**config.mk**
```make
export PLATFORM = sky130hd
export DESIGN_NAME = hazard_controller
export DESIGN_NICKNAME = d
export VERILOG_FILES = /design/src/rtl/pipe_ctrl_pkg.sv /design/src/rtl/hazard_wait_timer.sv /design/src/rtl/hazard_controller.sv
export SDC_FILE = /design/constraint.sdc
export NUM_CORES = 1
export LEC_CHECK = 0
export ABC_AREA = 0
export BUFFER_PORTS_ARGS = -buffer_cell sky130_fd_sc_hd__buf_4
export CAP_MARGIN = 40
export CORE_ASPECT_RATIO = 0.5
export CORE_MARGIN = 3
export CORE_UTILIZATION = 45
export DETAILED_ROUTE_END_ITERATION = 8
export PLACE_DENSITY = 0.76
export RECOVER_POWER = 50
export SLEW_MARGIN = 20
export SYNTH_ARGS = -nofsm -noshare
export SYNTH_HDL_FRONTEND = slang
export SYNTH_SLANG_ARGS = --single-unit
```
**constraint.sdc**
```tcl
create_clock -name clk -period 7.15 [get_ports clk]
set_clock_uncertainty 0.2 [all_clocks]
set_input_delay 1.43 -clock clk [delete_from_list [all_inputs] [get_ports clk]]
set_output_delay 1.43 -clock clk [all_outputs]
set_load 0.01 [all_outputs]
```
**src/rtl/pipe_ctrl_pkg.sv**
```systemverilog
// Shared pipeline-control encodings: EX jump types (also used by DataForwarding)
// and the hazard sequencer FSM states.
package pipe_ctrl_pkg;

    localparam logic [1:0] NO_JUMP = 2'b00;
    localparam logic [1:0] JAL     = 2'b01;
    localparam logic [1:0] JAL_R   = 2'b10;

    typedef enum logic [1:0] {
        INIT     = 2'b00,
        RUN      = 2'b01,
        MEM_WAIT = 2'b10
    } hc_state_e;

endpackage

```
**src/rtl/hazard_wait_timer.sv**
```systemverilog
// Counts frozen cycles of one data-memory access; expired_o rises once the
// count reaches MAX_WAIT and the counter holds there until reloaded.
module hazard_wait_timer #(
    parameter int MAX_WAIT = 16
) (
    input  logic clk_i,
    input  logic rst_ni,
    input  logic load_i,
    input  logic inc_i,
    output logic expired_o
);

    localparam int W = $clog2(MAX_WAIT + 1);

    logic [W-1:0] cnt_q;
    logic [W-1:0] cnt_d;

    assign expired_o = (cnt_q >= W'(MAX_WAIT));

    always_comb begin
        cnt_d = cnt_q;
        if (load_i) begin
            cnt_d = W'(1);
        end else if (inc_i && !expired_o) begin
            cnt_d = cnt_q + W'(1);
        end
    end

    always_ff @(posedge clk_i or negedge rst_ni) begin
        if (!rst_ni) begin
            cnt_q <= '0;
        end else begin
            cnt_q <= cnt_d;
        end
    end

endmodule

```
**src/rtl/hazard_controller.sv**
```systemverilog
// Pipeline sequencer: owns stage write enables, flushes and PC enable, resolving
// load-use stalls, control redirects and variable-latency memory freezes.
module hazard_controller
    import pipe_ctrl_pkg::*;
#(
    parameter int MAX_WAIT = 16,
    parameter int CNT_W    = 16
) (
    input  logic             clk,
    input  logic             rst,
    input  logic [4:0]       id_rs1,
    input  logic [4:0]       id_rs2,
    input  logic             id_use_rs1,
    input  logic             id_use_rs2,
    input  logic [4:0]       ex_rd,
    input  logic             ex_reg_we,
    input  logic             ex_mem_read,
    input  logic [1:0]       ex_jump_t,
    input  logic             ex_branch_taken,
    input  logic             mem_req,
    input  logic             mem_ready,
    output logic             pc_we,
    output logic             if_id_we,
    output logic             id_ex_we,
    output logic             ex_mem_we,
    output logic             mem_wb_we,
    output logic             if_id_flush,
    output logic             id_ex_flush,
    output logic             mem_timeout,
    output logic [CNT_W-1:0] stall_cnt,
    output logic [1:0]       state
);

    hc_state_e        state_q, state_d;
    logic             timeout_q;
    logic [CNT_W-1:0] stall_q;

    logic redirect, load_use, mem_block;
    logic run_rules, timer_load, timer_inc, timer_expired, timeout_set;
    logic [4:0] we_c;     // {pc, if_id, id_ex, ex_mem, mem_wb}
    logic [1:0] flush_c;  // {if_id, id_ex}

    assign redirect  = ex_branch_taken | (ex_jump_t != NO_JUMP);
    assign load_use  = ex_mem_read & ex_reg_we & (ex_rd != 5'd0) &
                       ((id_use_rs1 & (id_rs1 == ex_rd)) | (id_use_rs2 & (id_rs2 == ex_rd)));
    assign mem_block = mem_req & ~mem_ready;

    hazard_wait_timer #(.MAX_WAIT(MAX_WAIT)) u_wait_timer (
        .clk_i     (clk),
        .rst_ni    (rst),
        .load_i    (timer_load),
        .inc_i     (timer_inc),
        .expired_o (timer_expired)
    );

    // Enables are decoded from the current state and inputs so a hazard is
    // acted on in the very cycle it is seen.
    always_comb begin
        we_c        = 5'b00000;
        flush_c     = 2'b00;
        state_d     = state_q;
        run_rules   = 1'b0;
        timer_load  = 1'b0;
        timer_inc   = 1'b0;
        timeout_set = 1'b0;
        case (state_q)
            INIT: begin
                flush_c = 2'b11;
                state_d = RUN;
            end
            RUN: begin
                if (mem_block) begin
                    state_d    = MEM_WAIT;
                    timer_load = 1'b1;
                end else begin
                    run_rules = 1'b1;
                end
            end
            MEM_WAIT: begin
                if (!mem_block) begin
                    run_rules = 1'b1;
                    state_d   = RUN;
                end else if (timer_expired) begin
                    timeout_set = 1'b1;
                    run_rules   = 1'b1;
                    state_d     = RUN;
                end else begin
                    timer_inc = 1'b1;
                end
            end
            default: begin
                flush_c = 2'b11;
                state_d = INIT;
            end
        endcase
        // Redirect outranks load-use: the dependent instruction is killed anyway.
        if (run_rules) begin
            if (redirect) begin
                we_c    = 5'b11111;
                flush_c = 2'b11;
            end else if (load_use) begin
                we_c    = 5'b00111;
                flush_c = 2'b01;
            end else begin
                we_c    = 5'b11111;
            end
        end
    end

    always_ff @(posedge clk or negedge rst) begin
        if (!rst) begin
            state_q   <= INIT;
            timeout_q <= 1'b0;
            stall_q   <= '0;
        end else begin
            state_q <= state_d;
            if (timeout_set) begin
                timeout_q <= 1'b1;
            end
            if (!we_c[4] && (stall_q != {CNT_W{1'b1}})) begin
                stall_q <= stall_q + CNT_W'(1);
            end
        end
    end

    assign {pc_we, if_id_we, id_ex_we, ex_mem_we, mem_wb_we} = we_c;
    assign {if_id_flush, id_ex_flush} = flush_c;
    assign mem_timeout = timeout_q;
    assign stall_cnt   = stall_q;
    assign state       = state_q;

endmodule

```
==> results.py <==
metrics = {
    "sta": {
        "rsz0062_at_grt": "no",
        "drv_slew": 0,
        "max_freq_mhz": 215,
        "worst-slew-pin-transition_ns": 1.28,
        "fin_crit_sh_pct": 65.2,
        "period_minus_slack_ns": 4.66,
        "report.final.setup_viol": 0,
        "relSlewSlack_pct": 14.7,
        "finalHoldViolations": 0,
        "fin_setup_tns_ns": 0,
    },
    "synthesis": {
        "synthesis.area_um2": 1480,
        "syn_inst": 141,
        "ys.flop_type": "dfrtp_1",
        "synth_edf_count": 0,
        "yosys.area.top_type": "dfrtp_1",
        "yosysWarnings": 0,
        "syn-num-nets": 174,
        "synthTopCellsByArea": "dfrtp_1 (41%), xnor2_1 (14%), ha_1 (5.9%)",
        "syn_area_per_cell_um2": 10.5,
        "seq_area_frac_synth_pct": 40.5,
        "yosysTopAreaCellShare_pct": 40.5,
        "synth_cell_types": 40,
        "synthArstFlopShare_pct": 100,
        "synth-seq-cells": 24,
    },
    "final_layout": {
        "final_nets": 224,
        "fin_util_pct": 61.3,
        "area_growth_pct": 26.7,
        "diodes": 0,
        "drive_gt1_share_pct": 28.4,
    },
    "worst_setup_path": {
        "cp-end-kind": "output port",
        "r2r-start": "state[0]",
        "critical_path_arrival_ns": 3.03,
        "slowest_delay_ns": 0.66,
        "path_common_cell": "buf_4",
        "critical_path_required_ns": 5.52,
        "cp-start-kind": "input pin",
        "crit_slowest_cell": "a31o_1",
        "path_max_fanout": 18,
        "crit_chain": "buf_4 > xnor2_1 > nand4_1 > o22ai_1 > a31o_1 > inv_1 > buf_4",
        "crit_start": "ex_rd[2]",
        "crit_family": "compound AO/OA/AOI/OAI gates",
        "crit_type": "in -> out",
        "cp_num_buf_inv": 3,
    },
    "cts": {
        "postCtsResizedCells": 0,
        "numClockSinks": 24,
        "cts_tree": "done",
        "post_cts_buffers": 0,
        "cts.root.buffer_cell": "clkbuf_8",
        "clock_latency_ns": 0.27,
        "path_clk_slew_ns": 0.08,
        "cts_buffers": 3,
        "ctsHoldBuffers": 0,
        "clockBufferDepth": 2,
        "htreeDepth": 1,
    },
    "run": {
        "maxCapViolations": 0,
    },
    "global_route": {
        "grt-ovfl-total": 0,
        "grt_pass1_vias": 1045,
        "grt.total_usage_pct": 14.7,
        "antenna_found_initial": 0,
        "grt_max_degree": 25,
        "grt_pass1_wl_um": 4690,
    },
    "status": {
        "status": "finished clean",
    },
    "floorplanning": {
        "die_w_um": 87.2,
        "rows": 14,
        "core_area_um2": 3070,
        "pin_count": 52,
        "die-area_um2": 4060,
        "die_h_um": 46.6,
        "initial_core_util_pct": 48.4,
    },
    "power": {
        "leakage_nw": 0.867,
        "power.density_nw_per_um2": 312,
        "ir_drop_mv": 0.182,
    },
    "detailed_routing": {
        "drt-initial-drc-count": 36,
        "ant_nets": 0,
        "vias": 1194,
        "first_pass_iters": 4,
        "wl_um": 3030,
        "route.detailed.drc": 0,
        "post_drt_wl_per_cell_um": 13.2,
        "routed_via_density": 5.19,
    },
    "worst_hold_path": {
        "holdCritStartpoint": "mem_timeout",
        "min_path_type": "reg -> reg",
    },
    "placed_design": {
        "place.port_buffers": 51,
        "place.gp.congestion": 0.755,
        "post-dp-hpwl_um": 2390,
    },
}
[path summary, 6_finish.rpt]
path	endpoint	slack, ns	depth (start not counted)
worst max-delay path	if_id_we	2.49	7
worst min-delay path	mem_timeout	0.28	1
worst min register to register	mem_timeout	0.28	1
max in group asynchronous	stall_cnt[8]	4.77	1
min in group asynchronous	stall_cnt[14]	1.21	1
worst max register to register	stall_cnt[12]	4.64	8
[where the power goes]
group          internal, W  total, W  switching [W]
combinational     0.000130  0.000264       0.000134
clock            0.0000748  0.000119      0.0000443
sequential        0.000167  0.000202      0.0000359
total             0.000372  0.000586       0.000214
[area by class of cell]
class | count | area [um^2]
fillers | 267 | 1190
multi-input cells | 105 | 800
flip-flops and latches | 24 | 601
repair buffers | 51 | 334
well taps | 40 | 50.0
clock buffers | 3 | 41.3
clock inverters | 1 | 30.0
inverters | 6 | 22.5
[synth_stat cells (2+ instances only)]
master,number
dfrtp_1,24
xnor2_1,23
nand2_1,10
nor2_1,10
nand4_1,9
ha_1,7
inv_1,6
nand3_1,4
a41oi_1,3
and3_1,3
buf_4,3
nand3_2,3
a21oi_1,2
a31o_2,2
buf_6,2
mux2i_1,2
nand2b_1,2
nor2b_1,2
or3_1,2
xor2_1,2
[cells in the final DEF (no fill, tap or decap), drive strengths merged]
cell    synthesis  layout
a21oi           2       2
o311a           1       1
dfrtp          24      24
xnor2          23      23
nor2           10      10
o22a            1       1
o22ai           1       1
bufinv          0       1
o31ai           1       1
nand2b          2       2
and3            5       5
nand3b          1       1
mux2            2       2
nand3           7       7
clkbuf          0      17
nand2          11      11
a31o            3       3
a41oi           3       3
nor3            1       1
buf             6      37
and2            1       1
o21bai          1       1
inv             6       6
mux2i           2       2
nand4          11      11
a31oi           1       1
xor2            2       2
and4            1       1
nor2b           2       2
ha              7       7
nand4b          1       1
or3             2       2
[kinds of logic after synthesis]
family / Yosys count / synth area share, %
AO/OA/AOI/OAI: 14 / 7.34
XOR/XNOR: 25 / 14.8
flip-flops: 24 / 40.5
AND/OR/NAND/NOR: 55 / 22.8
adder cells (fa/ha/maj): 7 / 5.91
multiplexers: 4 / 3.12
buffers and inverters: 12 / 5.57
[metrics by stage]
| step | cells | hold slack, ns | setup slack [ns] | power [W] | cell area [um^2] |
|---|---|---|---|---|---|
| 2_1_floorplan | 141 | 0.304 | 2.72 | 0.000389 | 1480 |
| 3_3_place_gp | 226 | 0.270 | 2.53 | 0.000475 | 1860 |
| 3_5_place_dp | 226 | 0.267 | 2.49 | 0.000484 | 1860 |
| 4_1_cts | 230 | 0.286 | 2.49 | 0.000606 | 1930 |
| 5_1_grt | 230 | 0.290 | 2.35 | 0.000622 | 1880 |
| 6_report | 230 | 0.278 | 2.49 | 0.000586 | 1880 |
[layer usage]
| layer | part of all wire, % | global-route usage (%) | vias to the layer above | wire length (um) |
|---|---|---|---|---|
| met5 | 0 | 0 | - | 0 |
| met4 | 0.26 | 2.14 | 0 | 8 |
| met3 | 5.4 | 4.46 | 2 | 164 |
| met2 | 50 | 26.1 | 28 | 1510 |
| met1 | 45 | 18.3 | 571 | 1350 |
| li1 | - | - | 593 | - |
[sequential cells by signal, summed over array words and instances, names as in the netlist]
register	count
mem_timeout	1
stall_cnt	16
state	2
u_wait_timer.cnt_q	5
Power figures use the tool's default switching activity.
